### config.mk
export PLATFORM = sky130hd
export DESIGN_NAME = ram16k_fill_ctrl_flat
export DESIGN_NICKNAME = d
export VERILOG_FILES = /design/src/rtl/ram16k_fill_ctrl_pkg.sv /design/src/rtl/ram16k_fill_ctrl_if.sv /design/src/rtl/ram16k_fill_ctrl_addr_gen.sv /design/src/rtl/ram16k_fill_ctrl.sv /design/src/flat_wrapper.sv
export SDC_FILE = /design/constraint.sdc
export NUM_CORES = 1
export LEC_CHECK = 0
export ABC_AREA = 1
export CORE_UTILIZATION = 35
export DETAILED_ROUTE_END_ITERATION = 6
export SYNTH_ARGS = -nofsm -noshare
export SYNTH_HDL_FRONTEND = slang
export SYNTH_HIERARCHICAL = 1
export SYNTH_SLANG_ARGS = --single-unit
### constraint.sdc
create_clock -name clk -period 2.4 [get_ports clk]
set_clock_uncertainty 0.1 [all_clocks]
set_input_delay 0.48 -clock clk [delete_from_list [all_inputs] [get_ports clk]]
set_output_delay 0.48 -clock clk [all_outputs]
set_load 0.01 [all_outputs]
### src/rtl/ram16k_fill_ctrl_pkg.sv
// Shared widths, FSM state type and fill-mode encodings for the RAM16K fill sequencer.
package hack_mem_pkg;

    localparam int ADDR_W    = 14;
    localparam int DATA_W    = 16;
    localparam int CNT_W     = 15;
    localparam int RAM_WORDS = 16384;

    typedef enum logic [1:0] {
        IDLE   = 2'd0,
        FILL   = 2'd1,
        VERIFY = 2'd2
    } fill_state_t;

    localparam logic MODE_CONST = 1'b0;
    localparam logic MODE_INC   = 1'b1;

endpackage

### src/rtl/ram16k_fill_ctrl_if.sv
// Bundle of the fill-request, CPU-side and RAM-side signals around ram16k_fill_ctrl.
// The slave modport is the controller; the master modport is its environment (CPU + RAM).
interface ram16k_fill_ctrl_if;
    import hack_mem_pkg::*;

    logic              start;
    logic [ADDR_W-1:0] base;
    logic [CNT_W-1:0]  count;
    logic [DATA_W-1:0] pattern;
    logic              mode;
    logic [DATA_W-1:0] cpu_in;
    logic              cpu_load;
    logic [ADDR_W-1:0] cpu_address;
    logic              cpu_stall;
    logic [DATA_W-1:0] ram_in;
    logic              ram_load;
    logic [ADDR_W-1:0] ram_address;
    logic [DATA_W-1:0] ram_out;
    logic              busy;
    logic              done;
    logic              err;
    logic [ADDR_W-1:0] err_addr;

    modport master (
        output start, base, count, pattern, mode, cpu_in, cpu_load, cpu_address, ram_out,
        input  ram_in, ram_load, ram_address, cpu_stall, busy, done, err, err_addr
    );

    modport slave (
        input  start, base, count, pattern, mode, cpu_in, cpu_load, cpu_address, ram_out,
        output ram_in, ram_load, ram_address, cpu_stall, busy, done, err, err_addr
    );

endinterface

### src/rtl/ram16k_fill_ctrl_addr_gen.sv
// Fill index counter plus wrapped address and pattern generators; shared by the write
// sweep and the optional read-back sweep of ram16k_fill_ctrl.
module fill_addr_gen
    import hack_mem_pkg::*;
(
    input  logic              clk,
    input  logic              rst_n,
    input  logic              i_load,
    input  logic [ADDR_W-1:0] i_base,
    input  logic [CNT_W-1:0]  i_count,
    input  logic [DATA_W-1:0] i_pattern,
    input  logic              i_mode,
    input  logic              i_restart,
    input  logic              i_step,
    output logic [ADDR_W-1:0] o_addr,
    output logic [DATA_W-1:0] o_data,
    output logic              o_last
);

    logic [ADDR_W-1:0] r_base;
    logic [CNT_W-1:0]  r_count;
    logic [DATA_W-1:0] r_pattern;
    logic              r_mode;
    logic [CNT_W-1:0]  r_idx;

    always_ff @(posedge clk or negedge rst_n) begin
        if (!rst_n) begin
            r_base    <= '0;
            r_count   <= '0;
            r_pattern <= '0;
            r_mode    <= MODE_CONST;
            r_idx     <= '0;
        end else if (i_load) begin
            r_base    <= i_base;
            r_count   <= i_count;
            r_pattern <= i_pattern;
            r_mode    <= i_mode;
            r_idx     <= '0;
        end else if (i_restart) begin
            r_idx <= '0;
        end else if (i_step) begin
            r_idx <= r_idx + CNT_W'(1);
        end
    end

    // Address and data wrap naturally by truncation to their port widths.
    assign o_addr = r_base + r_idx[ADDR_W-1:0];
    assign o_data = (r_mode == MODE_INC) ? (r_pattern + DATA_W'(r_idx)) : r_pattern;
    assign o_last = (r_idx == (r_count - CNT_W'(1)));

endmodule

### src/rtl/ram16k_fill_ctrl.sv
// Burst-fill sequencer in front of student_ram16k: CPU pass-through when idle, owns the RAM
// during a fill. Define VERIFY_EN to add a read-back sweep with sticky mismatch reporting.
module ram16k_fill_ctrl
    import hack_mem_pkg::*;
(
    input  logic                clk,
    input  logic                rst_n,
    ram16k_fill_ctrl_if.slave   bus
);

    fill_state_t       r_state;
    logic              r_busy;
    logic              r_done;
    logic              w_load;
    logic              w_step;
    logic              w_restart;
    logic              w_last;
    logic [ADDR_W-1:0] w_gen_addr;
    logic [DATA_W-1:0] w_gen_data;

    assign w_load = (r_state == IDLE) && bus.start;
    assign w_step = (r_state != IDLE);

`ifdef VERIFY_EN
    logic              r_err;
    logic [ADDR_W-1:0] r_err_addr;
    assign w_restart = (r_state == FILL) && w_last;
`else
    logic w_unused_ram_out;
    assign w_unused_ram_out = ^bus.ram_out;
    assign w_restart        = 1'b0;
`endif

    fill_addr_gen u_gen (
        .clk       (clk),
        .rst_n     (rst_n),
        .i_load    (w_load),
        .i_base    (bus.base),
        .i_count   (bus.count),
        .i_pattern (bus.pattern),
        .i_mode    (bus.mode),
        .i_restart (w_restart),
        .i_step    (w_step),
        .o_addr    (w_gen_addr),
        .o_data    (w_gen_data),
        .o_last    (w_last)
    );

    // A zero-length request never leaves IDLE but still earns its done pulse.
    always_ff @(posedge clk or negedge rst_n) begin
        if (!rst_n) begin
            r_state <= IDLE;
            r_busy  <= 1'b0;
            r_done  <= 1'b0;
`ifdef VERIFY_EN
            r_err      <= 1'b0;
            r_err_addr <= '0;
`endif
        end else begin
            r_done <= 1'b0;
            case (r_state)
                IDLE: begin
                    if (bus.start) begin
`ifdef VERIFY_EN
                        r_err      <= 1'b0;
                        r_err_addr <= '0;
`endif
                        if (bus.count != '0) begin
                            r_state <= FILL;
                            r_busy  <= 1'b1;
                        end else begin
                            r_done <= 1'b1;
                        end
                    end
                end
                FILL: begin
                    if (w_last) begin
`ifdef VERIFY_EN
                        r_state <= VERIFY;
`else
                        r_state <= IDLE;
                        r_busy  <= 1'b0;
                        r_done  <= 1'b1;
`endif
                    end
                end
`ifdef VERIFY_EN
                VERIFY: begin
                    if ((bus.ram_out != w_gen_data) && !r_err) begin
                        r_err      <= 1'b1;
                        r_err_addr <= w_gen_addr;
                    end
                    if (w_last) begin
                        r_state <= IDLE;
                        r_busy  <= 1'b0;
                        r_done  <= 1'b1;
                    end
                end
`endif
                default: begin
                    r_state <= IDLE;
                    r_busy  <= 1'b0;
                end
            endcase
        end
    end

    // CPU requests made while the controller owns the RAM are dropped, not queued.
    assign bus.ram_load    = (r_state == FILL) ? 1'b1 :
                             (r_state == IDLE) ? bus.cpu_load : 1'b0;
    assign bus.ram_address = (r_state == IDLE) ? bus.cpu_address : w_gen_addr;
    assign bus.ram_in      = (r_state == IDLE) ? bus.cpu_in : w_gen_data;
    assign bus.cpu_stall   = r_busy & bus.cpu_load;
    assign bus.busy        = r_busy;
    assign bus.done        = r_done;

`ifdef VERIFY_EN
    assign bus.err      = r_err;
    assign bus.err_addr = r_err_addr;
`else
    assign bus.err      = 1'b0;
    assign bus.err_addr = '0;
`endif

endmodule
### src/flat_wrapper.sv
// flat-port wrapper written by rule: the top's interface ports become plain ports
module ram16k_fill_ctrl_flat import hack_mem_pkg::*;
  (clk, rst_n, bus_start, bus_base, bus_count, bus_pattern, bus_mode, bus_cpu_in, bus_cpu_load, bus_cpu_address, bus_ram_out, bus_ram_in, bus_ram_load, bus_ram_address, bus_cpu_stall, bus_busy, bus_done, bus_err, bus_err_addr);
  ram16k_fill_ctrl_if bus_i ();
  input  logic clk;
  input  logic rst_n;
  input wire logic [$bits(bus_i.start)-1:0] bus_start;
  input wire logic [$bits(bus_i.base)-1:0] bus_base;
  input wire logic [$bits(bus_i.count)-1:0] bus_count;
  input wire logic [$bits(bus_i.pattern)-1:0] bus_pattern;
  input wire logic [$bits(bus_i.mode)-1:0] bus_mode;
  input wire logic [$bits(bus_i.cpu_in)-1:0] bus_cpu_in;
  input wire logic [$bits(bus_i.cpu_load)-1:0] bus_cpu_load;
  input wire logic [$bits(bus_i.cpu_address)-1:0] bus_cpu_address;
  input wire logic [$bits(bus_i.ram_out)-1:0] bus_ram_out;
  output wire logic [$bits(bus_i.ram_in)-1:0] bus_ram_in;
  output wire logic [$bits(bus_i.ram_load)-1:0] bus_ram_load;
  output wire logic [$bits(bus_i.ram_address)-1:0] bus_ram_address;
  output wire logic [$bits(bus_i.cpu_stall)-1:0] bus_cpu_stall;
  output wire logic [$bits(bus_i.busy)-1:0] bus_busy;
  output wire logic [$bits(bus_i.done)-1:0] bus_done;
  output wire logic [$bits(bus_i.err)-1:0] bus_err;
  output wire logic [$bits(bus_i.err_addr)-1:0] bus_err_addr;
  assign bus_i.start = bus_start;
  assign bus_i.base = bus_base;
  assign bus_i.count = bus_count;
  assign bus_i.pattern = bus_pattern;
  assign bus_i.mode = bus_mode;
  assign bus_i.cpu_in = bus_cpu_in;
  assign bus_i.cpu_load = bus_cpu_load;
  assign bus_i.cpu_address = bus_cpu_address;
  assign bus_i.ram_out = bus_ram_out;
  assign bus_ram_in = bus_i.ram_in;
  assign bus_ram_load = bus_i.ram_load;
  assign bus_ram_address = bus_i.ram_address;
  assign bus_cpu_stall = bus_i.cpu_stall;
  assign bus_busy = bus_i.busy;
  assign bus_done = bus_i.done;
  assign bus_err = bus_i.err;
  assign bus_err_addr = bus_i.err_addr;
  ram16k_fill_ctrl u_core (.clk(clk), .rst_n(rst_n), .bus(bus_i));
endmodule
==> results.md, run 1 <==
* Final Hold Fails at 0
* Setup violations, final at 28
* Layout cell share with drive strength beyond 1 at 29.54%
* PortBufs at 113
* Final ANT Viol Nets at 0
* Mean Syn Cell Area at 6.553 sq um
* DRC errors left at 0
* Synth Warn # at 6
* Fmax at 355.4 MHz
* Worst slew pin tran at 0.7699 ns
* H-Tree Depth at 3
* Arrival time at the worst endpoint at 2.23 ns
* Fillers at 1341
* Post-layout nets at 1126
* Mapped Cells at 789
* Placer Congestion at 0.8808
* Yosys reg bits at 63
* Reg-to-reg setup timing slack at 0.29 ns
* Vias in the first global route at 5379
* # diodes at 0
* Mapped cell area at 5170 sq um
* Top cells by area, synth: dfrtp_1 (30%), nand2_1 (23%), ha_1 (7.3%), o21ai_0 (5.1%), nor2_1 (4.6%)
* First-pass GRT wire length at 26130 microns
* Power Dens Cells at 406.0 nW/um^2
* DIE WIDTH at 123.5 microns
* Ys flop type: dfrtp_1
* Clk root buf: clkbuf_16
* Post-synth top area share at 30.49%
* CTS Sinks at 63
* PnR worst setup slack at -0.4135 ns
* Yosys cell types at 39
* Worst path required time at 1.82 ns
* Setup_tns at -7.867 ns
* DIE AREA at 15260 sq um
* CP max FO at 2
* Number of enable flip-flop cells after synthesis at 0
* CP endpoint kind: output port
* Async set-or-reset flop fraction in the synthesized netlist at 100.0%
* CTS Buf Count at 9
* Core ar. at 14480 sq um
* WL/cell at 13.95 microns
* Cell depth of the worst flop-to-flop path at 12
* LEAKAGE at 0.003988 uW
* R2r startpoint: u_core/u_gen/r_count[0]
* Clock Latency Late Sink at 0.34 ns
* Hold WC Path Type: input port to async pin
* Clk pin slew, worst setup/hold paths at 0.05 ns
* Min Tclk post-route at 2.813 ns
* DRT Wirelength at 16550 microns
* Total grt overflow at 0
* Setup crit start kind: flip-flop
* Max Cap Viol at 0
* Violated checks: setup timing
* Initial DRC count at 281
* Sequential area share after synthesis at 30.49%
* Die height at 123.5 microns
* RSZ-0062 raised after global routing: true
* Kind of critical path: flip-flop to output port
* Largest net degree at the start of global routing at 38
* Status: complete, but fails checks
* Worst reg2reg endpoint: u_core/bus.busy
* Area growth syn-to-layout at 57.74%
* Antenna violations before repair at 0
* Peak VDD IR at 384.5 uV
* Top-Level Pins at 145
* Slew Viols, Final at 0
* Hpwl dp at 12170 microns
* # hold bufs at CTS at 0
* CTS tree: done
* Vias at 5589
* Synth top cells by count: nand2_1 (322), dfrtp_1 (63), nor2_1 (63)
* Largest area contributor in the netlist: dfrtp_1
* Starting Density at 35.71%
* Row cnt at 44
* Final period util at 117.2%
* Clock buffer depth at 2
* TritonRoute pass-1 iters at 5
* Vias/cell at 4.712
* Total track usage at 22.70%
* Final Core Density at 56.33%
* Most frequent cell after synthesis: nand2_1
* Worst slew margin at 48.62%
## sequential cells by signal, summed over array words and instances (netlist names)
register / cells
u_core/bus.done: 1
u_core/u_gen/r_base: 14
u_core/u_gen/r_mode: 1
u_core/u_gen/r_count: 15
u_core/u_gen/r_idx: 15
u_core/bus.busy: 1
u_core/u_gen/r_pattern: 16
## timing repair
action | 4_1_cts | 5_1_grt
gates cloned | 0 | 0
pin swaps | 65 | 53
buffers inserted | 20 | 9
resized for setup | 238 | 53
endpoints found under the setup margin | 30 | 30
## layer usage
metal	track usage (%)	vias to the layer above	routed length, microns
li1	-	2893	-
met1	28.92	2530	7603
met2	39.14	150	8042
met3	3.090	16	662
met4	7.907	0	239
met5	0	-	0
## worst max-delay path: stages, from the launching register on
cell,delay [ns]
dfrtp_1,0.39
buf_6,0.14
ha_4,0.16
fa_2,0.35
nand3_2,0.07
nand2_2,0.08
buf_6,0.13
a31oi_4,0.17
xnor2_1,0.14
nand2_1,0.08
nand2_1,0.06
buf_2,0.12
## cell families after synthesis
kind of cell | Yosys count | share of synthesized area, %
adder cells (fa/ha/maj) | 32 | 8.035
AND/OR/NAND/NOR | 460 | 36.98
buffers and inverters | 103 | 9.269
other | 1 | 0.07253
flip-flops | 63 | 30.49
AO/OA/AOI/OAI | 102 | 10.41
XOR/XNOR | 28 | 4.744
## cells in the final DEF (no fill, tap or decap), types with 3 or more instances in the layout
master	instances
nor2_4	6
o21ai_0	35
a21oi_4	4
clkdlybuf4s50_1	82
a21oi_2	9
clkbuf_16	9
ha_4	23
clkinv_2	3
o21ai_2	6
o21ai_1	12
nor2_2	13
nor2_1	55
buf_4	88
nand3_2	11
nand2_2	28
a21oi_1	21
buf_6	22
nand3b_1	5
dfrtp_1	52
buf_2	23
nand2_1	290
nand3_1	28
xor2_1	18
xnor2_1	6
nor3_1	3
inv_2	8
inv_1	58
conb_1	16
nand2_4	8
nand4_1	5
ha_1	5
dfrtp_2	11
## worst max-delay path by stage
stage                     slack, ns             startpoint             endpoint
after floorplan             -0.0002  u_core/u_gen/r_idx[0]  bus_ram_address[12]
after global placement        -0.56  u_core/u_gen/r_idx[0]  bus_ram_address[12]
after detailed placement      -0.59  u_core/u_gen/r_idx[0]  bus_ram_address[12]
after CTS                     -0.43  u_core/u_gen/r_idx[0]  bus_ram_address[12]
after global routing          -0.52  u_core/u_gen/r_idx[0]       bus_ram_in[12]
final                         -0.41  u_core/u_gen/r_idx[0]   bus_ram_address[6]
## through the flow
step / cells / total power [uW] / instance area, sq um / setup slack [ns] / hold slack [ns]
2_1_floorplan: 804 / 1498 / 5239 / -0.0002316 / 0.08441
3_3_place_gp: 1147 / 1882 / 7000 / -0.5585 / 0.3647
3_5_place_dp: 1147 / 1886 / 7000 / -0.5945 / 0.3749
4_1_cts: 1179 / 3278 / 7885 / -0.4334 / 0.06156
5_1_grt: 1186 / 3469 / 8155 / -0.5193 / 0.07619
6_report: 1186 / 3311 / 8155 / -0.4135 / 0.03647
## area by class of cell
class | count | area (sq um) | area share, %
multi-input cells | 638 | 3877 | 47.55
well taps | 184 | 230.2 | 2.823
clock buffers | 11 | 252.7 | 3.099
clock inverters | 4 | 45.04 | 0.5523
repair buffers | 219 | 1906 | 23.37
flip-flops and latches | 63 | 1590 | 19.50
inverters | 67 | 254.0 | 3.114
## report_power, final
part	total [uW]	internal, uW	switching, uW
combinational	816	426	390
clock	1330	848	484
sequential	1160	1110	50.7
total	3310	2390	924
No activity file was read; power rests on OpenSTA's default activity.
==> inputs of run 2 (changes only) <==
--- a/config.mk
+++ b/config.mk
@@ -6,8 +6,10 @@
 export NUM_CORES = 1
 export LEC_CHECK = 0
 export ABC_AREA = 1
+export ABC_CLOCK_PERIOD_IN_PS = 3600
 export CORE_UTILIZATION = 35
 export DETAILED_ROUTE_END_ITERATION = 6
+export RECOVER_POWER = 100
 export SYNTH_ARGS = -nofsm -noshare
 export SYNTH_HDL_FRONTEND = slang
 export SYNTH_HIERARCHICAL = 1
==> constraint.sdc (replaced) <==
create_clock -name clk -period 3.6 [get_ports clk]
set_clock_uncertainty 0.1 [all_clocks]
set_input_delay 0.72 -clock clk [delete_from_list [all_inputs] [get_ports clk]]
set_output_delay 0.72 -clock clk [all_outputs]
set_load 0.01 [all_outputs]
==> run 2 against run 1 <==
Against the previous run:
- the flow finishes with violations (capacitance limit, slew limit)
- clock power down 35%
- final cell count down 7.2%
- die area is the same
- worst hold slack better by 0.35 ns
- global-route usage fell by 2.0 points
- worst setup slack better by 0.51 ns
- combinational power fell by 47%
- sequential power fell by 34%
- first-iteration DRC count decreased by 6.4%
- sequential share of layout area rose by 3.4 points
- flip-flop and latch count unchanged
- non-clock buffer count fell by 86
- critical path type unchanged
- critical endpoint unchanged
- largest cell class unchanged
- largest power group unchanged
- highest routed layer unchanged
==> results.md, run 2 (same netlist as run 1, synthesis figures left out) <==
* Worst path required time at 2.78 ns
* Violated checks: capacitance limit, slew limit
* Post-layout nets at 1040
* Area growth syn-to-layout at 33.37%
* Max Cap Viol at 1
* CTS Buf Count at 9
* DRT Wirelength at 14940 microns
* Setup crit start kind: flip-flop
* Clock Latency Late Sink at 0.34 ns
* Min Tclk post-route at 3.506 ns
* Fillers at 1512
* Initial DRC count at 263
* Hold_sp: u_core/u_gen/r_base[6]
* Antenna violations before repair at 0
* Cell depth of the worst flop-to-flop path at 11
* Vias/cell at 4.726
* Core ar. at 14480 sq um
* R2r startpoint: u_core/bus.busy
* Worst slew margin at -7.856%
* TritonRoute pass-1 iters at 5
* Die height at 123.5 microns
* Worst reg2reg endpoint: u_core/u_gen/r_idx[12]
* Worst slew pin tran at 1.618 ns
* Peak VDD IR at 229.5 uV
* Clk pin slew, worst setup/hold paths at 0.06 ns
* PnR worst setup slack at 0.09392 ns
* # diodes at 0
* Top-Level Pins at 145
* Total track usage at 20.67%
* Kind of critical path: flip-flop to output port
* Slew Viols, Final at 29
* CP endpoint kind: output port
* Starting Density at 35.71%
* Hold endpoint: u_core/u_gen/r_base[6]
* Arrival time at the worst endpoint at 2.69 ns
* WL/cell at 13.57 microns
* Final hold slack at 0.3847 ns
* Hold Path Stages at 2
* DIE AREA at 15260 sq um
* Max reg flops at 16
* Power Dens Cells at 300.5 nW/um^2
* Largest net degree at the start of global routing at 71
* LEAKAGE at 0.003448 uW
* Clock buffer depth at 2
* Placement Setup Slack at 0.2290 ns
* Final Hold Fails at 0
* CP max FO at 3
* Hpwl dp at 11080 microns
* Row cnt at 44
* Largest regs: u_core/u_gen/r_pattern: 16 flops, u_core/u_gen/r_count: 15 flops, u_core/u_gen/r_idx: 15 flops
* Setup_tns at 0 ns
* PortBufs at 113
* First-pass GRT wire length at 23840 microns
* DRC errors left at 0
* Placer Congestion at 0.9096
* H-Tree Depth at 3
* CTS tree: done
* Status: complete, but fails checks
* Commonest cells after routing, fill and taps aside: nand2_1 (321), clkdlybuf4s50_1 (92), nor2_1 (70), inv_1 (61), dfrtp_1 (59)
* Setup violations, final at 0
* Fmax at 285.2 MHz
* Largest Register: u_core/u_gen/r_pattern
* Vias in the first global route at 4817
* Most common cell after layout, fill and taps aside: nand2_1
* Final period util at 97.39%
* Final Core Density at 47.62%
* Reg-to-reg setup timing slack at 0.94 ns
* CTS Sinks at 63
* RSZ-0062 raised after global routing: true
* Hold WC Path Type: flip-flop to flip-flop
* Vias at 5203
* Layout cell share with drive strength beyond 1 at 7.306%
* Final ANT Viol Nets at 0
* Total grt overflow at 0
* DIE WIDTH at 123.5 microns
* Clk root buf: clkbuf_16
==> run 2: cell types whose count changed in the layout (fill, tap and decap cells not counted), sizes merged, moves of 2 or more <==
cell,previous run,this run
buf,135,17
clkbuf,11,18
clkdlybuf4s25,0,2
clkdlybuf4s50,82,92
dlygate4sd2,1,3
dlygate4sd3,0,11
dlymetal6s2s,1,3
inv,67,65
==> run 2: layout make-up <==
type	count	area, sq um	area share (%)
inverters	67	251.5	3.647
repair buffers	133	1262	18.31
multi-input cells	638	3277	47.52
well taps	184	230.2	3.339
clock inverters	3	42.54	0.6169
flip-flops and latches	63	1582	22.94
clock buffers	13	250.2	3.629
==> run 2: layer usage <==
layer | GRT usage (%) | routed length, microns | vias to the layer above
met1 | 28.34 | 7332 | 2324
met2 | 33.48 | 6741 | 146
met4 | 7.078 | 207 | 0
met3 | 2.491 | 660 | 12
met5 | 0 | 0 | -
li1 | - | - | 2721
==> run 2: through the flow <==
step	cells	area [sq um]	power, uW
5_1_grt	1101	6895	2185
6_report	1101	6895	2072
3_3_place_gp	1083	6495	1209
4_1_cts	1099	6810	2091
3_5_place_dp	1083	6495	1212
2_1_floorplan	804	5226	997.6
==> run 2: worst max-delay path by stage <==
| stage | endpoint | from | slack (ns) | depth (start not counted) |
|---|---|---|---|---|
| 2_1_floorplan | bus_ram_in[14] | u_core/u_gen/r_idx[0] | 0.88 | 14 |
| 3_3_place_gp | bus_ram_in[14] | u_core/u_gen/r_idx[0] | 0.24 | 15 |
| 3_5_place_dp | bus_ram_address[10] | u_core/u_gen/r_idx[0] | 0.23 | 10 |
| 4_1_cts | bus_ram_in[14] | u_core/u_gen/r_idx[0] | -0.02 | 15 |
| 5_1_grt | bus_ram_in[14] | u_core/u_gen/r_idx[0] | -0.1 | 15 |
| 6_report | bus_ram_address[6] | u_core/u_gen/r_idx[0] | 0.09 | 10 |
==> run 2: timing repair <==
action / in CTS / in global routing
endpoints found under the setup margin: 8 / 15
resized for setup: 11 / 32
hold buffers: 0 / 0
pin swaps: 2 / 2
buffers inserted: 0 / 2
cloned: 0 / 0
==> run 2: critical path, cell delays in order, from the launching register on <==
cell and delay [ns]:
dfrtp_1 0.38, buf_4 0.16, ha_1 0.20, fa_1 0.41
nand3_1 0.10, nand2_2 0.09, a31oi_1 0.18, xnor2_1 0.14
nand2_1 0.08, nand2_1 0.08, clkdlybuf4s50_1 0.53
==> run 2: report_power, final <==
part	internal, uW	leakage [uW]	switching, uW	total (uW)
clock	554	0.000140	314	868
sequential	741	0.000774	29.7	771
combinational	219	0.00253	214	433
total	1510	0.00345	558	2070
==> inputs of run 3 (changes only) <==
--- a/config.mk
+++ b/config.mk
@@ -5,10 +5,10 @@
 export SDC_FILE = /design/constraint.sdc
 export NUM_CORES = 1
 export LEC_CHECK = 0
-export ABC_AREA = 1
 export ABC_CLOCK_PERIOD_IN_PS = 3600
-export CORE_UTILIZATION = 35
+export CORE_UTILIZATION = 39
 export DETAILED_ROUTE_END_ITERATION = 6
+export PLACE_DENSITY = 0.67
 export RECOVER_POWER = 100
 export SYNTH_ARGS = -nofsm -noshare
 export SYNTH_HDL_FRONTEND = slang
==> run 3 against run 2 <==
Against the previous run:
- the run ends with capacitance limit, slew limit, setup timing left
- via count decreased by 15%
- final cell count decreased by 23%
- worst setup slack got worse by 0.16 ns
- first-iteration DRC count decreased by 38%
- core utilization increased by 9.2 points
- combinational power increased to 6.5 times the previous value
- count of clock-buffer cells in the layout decreased by 4
- critical path depth decreased by 1
- synthesized cell count decreased by 36%
- total power increased by 140%
- flip-flop and latch count unchanged
- worst hold slack improved by 0.030 ns
- critical endpoint is now bus_ram_in[7]
- largest cell class unchanged
==> results.md, run 3 <==
* Final Hold Fails at 0
* Setup_tns at -0.1655 ns
* Max Cap Viol at 1
* Clock Latency Late Sink at 0.34 ns
* Int Power at 3083 uW
* Core ar. at 12720 sq um
* Largest Register: u_core/u_gen/r_pattern
* H-Tree Depth at 3
* Post-layout nets at 800
* Yosys reg bits at 63
* Mapped Cells at 506
* Sw Ratio at 37.55%
* Vias at 4425
* DRC errors left at 0
* Area growth syn-to-layout at 40.47%
* Most common cell after layout, fill and taps aside: clkdlybuf4s50_1
* Most frequent cell after synthesis: dfrtp_1
* Power Dens Cells at 682.7 nW/um^2
* Async set-or-reset flop fraction in the synthesized netlist at 100.0%
* PnR worst setup slack at -0.06760 ns
* Crit path depth at 9
* Status: complete, but fails checks
* Placer Congestion at 0.8912
* Synth top cells by count: dfrtp_1 (63), mux2_2 (56), nor2_1 (31)
* Hold WC Path Type: flip-flop to flip-flop
* Hpwl dp at 10380 microns
* Antenna violations before repair at 0
* # diodes at 0
* Post-synth top area share at 30.63%
* DIE AREA at 13660 sq um
* Worst slew pin tran at 1.841 ns
* Dpl cells at 825
* Setup violations, final at 5
* Non-filler cells in the finished layout at 849
* Vias in the first global route at 4527
* Hold Path Stages at 1
* Top-Level Pins at 145
* CTS Buf Count at 9
* Clock buffer depth at 2
* Metal3 WL at 802 microns
* Ys flop type: dfrtp_1
* # hold bufs at CTS at 0
* CP max-delay cell: dfrtp_2
* DIE WIDTH at 116.9 microns
* PortBufs at 113
* Sequential share of power at 26.6%
* First-pass GRT wire length at 21690 microns
* NetSw at 1854 uW
* CTS tree: done
* Number of enable flip-flop cells after synthesis at 0
* Final Core Density at 56.84%
* Peak VDD IR at 365.2 uV
* RSZ-0062 raised after global routing: true
* Layout cell share with drive strength beyond 1 at 32.05%
* Final period util at 101.9%
* Critical path, cell by cell: ha_1, a211o_1, a21o_1, a211o_1, a31oi_1, xnor2_1, mux2_4, mux2_4, buf_6
* Total grt overflow at 0
* Sequential area share after synthesis at 30.63%
* Initial DRC count at 163
* LEAKAGE at 0.003180 uW
* Violated checks: capacitance limit, slew limit, setup timing
* Kind of critical path: flip-flop to output port
* Clock Power Share at 16.7%
* DRT Wirelength at 13820 microns
* CP endpoint kind: output port
* Fmax at 272.7 MHz
* Die height at 116.9 microns
* Cell depth of the worst flop-to-flop path at 9
* Clk root buf: clkbuf_16
* CP delay by family, top: compound AO/OA/AOI/OAI gates
* Worst slew margin at -22.74%
* Largest area contributor in the netlist: dfrtp_1
* Top cells by area, synth: dfrtp_1 (31%), mux2_2 (12%), mux2_4 (7.6%), ha_1 (7.3%), xnor2_1 (4.6%)
* Mapped cell area at 5147 sq um
* Arrival time at the worst endpoint at 2.85 ns
* CP max FO at 4
* Combinational power share at 56.7%
* Final ANT Viol Nets at 0
* Top routing layer used: met4
* Largest regs: u_core/u_gen/r_pattern: 16 flops, u_core/u_gen/r_count: 15 flops, u_core/u_gen/r_idx: 15 flops
* Total track usage at 21.12%
* Met2 routed WL at 6879 microns
* WL/cell at 16.28 microns
* Synth Warn # at 6
* Vias/cell at 5.212
* Yosys cell types at 56
* Final hold slack at 0.4148 ns
* Worst path required time at 2.78 ns
* Max reg flops at 16
* Row cnt at 41
* TritonRoute pass-1 iters at 4
* WL met1 at 5723 microns
* Power Total at 4936 uW
* Clk pin slew, worst setup/hold paths at 0.06 ns
* Slowest stage delay, CP at 0.47 ns
* Slew Viols, Final at 31
* Commonest cells after routing, fill and taps aside: clkdlybuf4s50_1 (87), dfrtp_1 (60), buf_4 (52), mux2_2 (49), nor2_1 (29)
* Starting Density at 40.46%
* Mean Syn Cell Area at 10.17 sq um
* Largest net degree at the start of global routing at 35
* Setup crit start kind: flip-flop
* CTS Sinks at 63
* CP bufs+invs at 1
* Min Tclk post-route at 3.668 ns
==> run 3: cell types whose count changed in the layout (fill, tap and decap cells not counted), sizes merged, moves of 8 or more <==
cell / before / now
nor2: 74 / 31
nor4: 0 / 8
mux2: 0 / 82
nand2: 326 / 21
buf: 17 / 65
xnor2: 8 / 27
nand3: 41 / 10
o21ai: 54 / 28
a21oi: 34 / 26
inv: 65 / 18
==> run 3: worst register-to-register path, delay by kind of cell, from the launching register on <==
kind	cells	cell delay [ns]
AOI/OAI and AO/OA	1	0.18
xor gates and xnor gates	1	0.16
buffers and inverters	2	1.09
DFF	1	0.54
and+or+nand+nor	5	1.21
==> run 3: path summary, 6_finish.rpt <==
check	slack, ns	startpoint	endpoint
worst min-delay path	0.41	u_core/u_gen/r_base[11]	u_core/u_gen/r_base[11]
worst max register to register	0.20	u_core/bus.busy	u_core/u_gen/r_idx[14]
worst min register to register	0.41	u_core/u_gen/r_base[11]	u_core/u_gen/r_base[11]
worst max-delay path	-0.07	u_core/u_gen/r_idx[1]	bus_ram_in[7]
max in group asynchronous	0.86	rst_n	u_core/u_gen/r_idx[0]
min in group asynchronous	0.77	rst_n	u_core/u_gen/r_count[12]
==> run 3: kinds of logic (layout without fill, tap and decap cells) <==
logic type / Yosys count / after routing / synth area share (%)
compound gates: 101 / 101 / 12.71
simple gates: 120 / 120 / 13.49
fa+ha+maj: 32 / 32 / 8.070
xor+xnor: 51 / 51 / 8.678
flops: 63 / 63 / 30.63
buf+inv: 50 / 205 / 5.348
other cells: 1 / 17 / 0.07285
mux: 88 / 88 / 21.00
==> run 3: power groups by stage <==
stage                     Clock, uW  Sequential (uW)  Combinational, uW
after floorplan                   0             1210               1730
after global placement            0             1280               2660
after detailed placement          0             1300               2730
after CTS                       844             1320               2830
after global routing            881             1350               3050
final                           825             1310               2800
==> run 3: timing repair <==
action | in CTS | in global routing
setup buffers | 8 | 1
pin swaps | 24 | 19
endpoints found under the setup margin | 20 | 17
gates resized for setup | 107 | 26
==> run 3: layer usage <==
metal	global-route usage (%)	vias up
met5	0	-
met1	24.16	2118
met4	9.283	0
met2	37.51	129
met3	5.046	31
li1	-	2147
==> run 3: area by class of cell <==
cell class                      instances  area (sq um)
Fill cell                            1164          5492
Multi-Input combinational cell        409          3558
Sequential cell                        63          1580
Timing Repair Buffer                  173          1535
Clock buffer                            9         225.2
Tap cell                              172         215.2
Inverter                               16         60.06
Clock inverter                          7         56.30
==> run 3: through the flow <==
stage                     instance area [sq um]  setup WS (ns)
after floorplan                            5207         0.4343
after global placement                     6750        -0.1590
after detailed placement                   6750        -0.3241
after CTS                                  7267       -0.07167
after global routing                       7231        -0.1834
final                                      7231       -0.06760
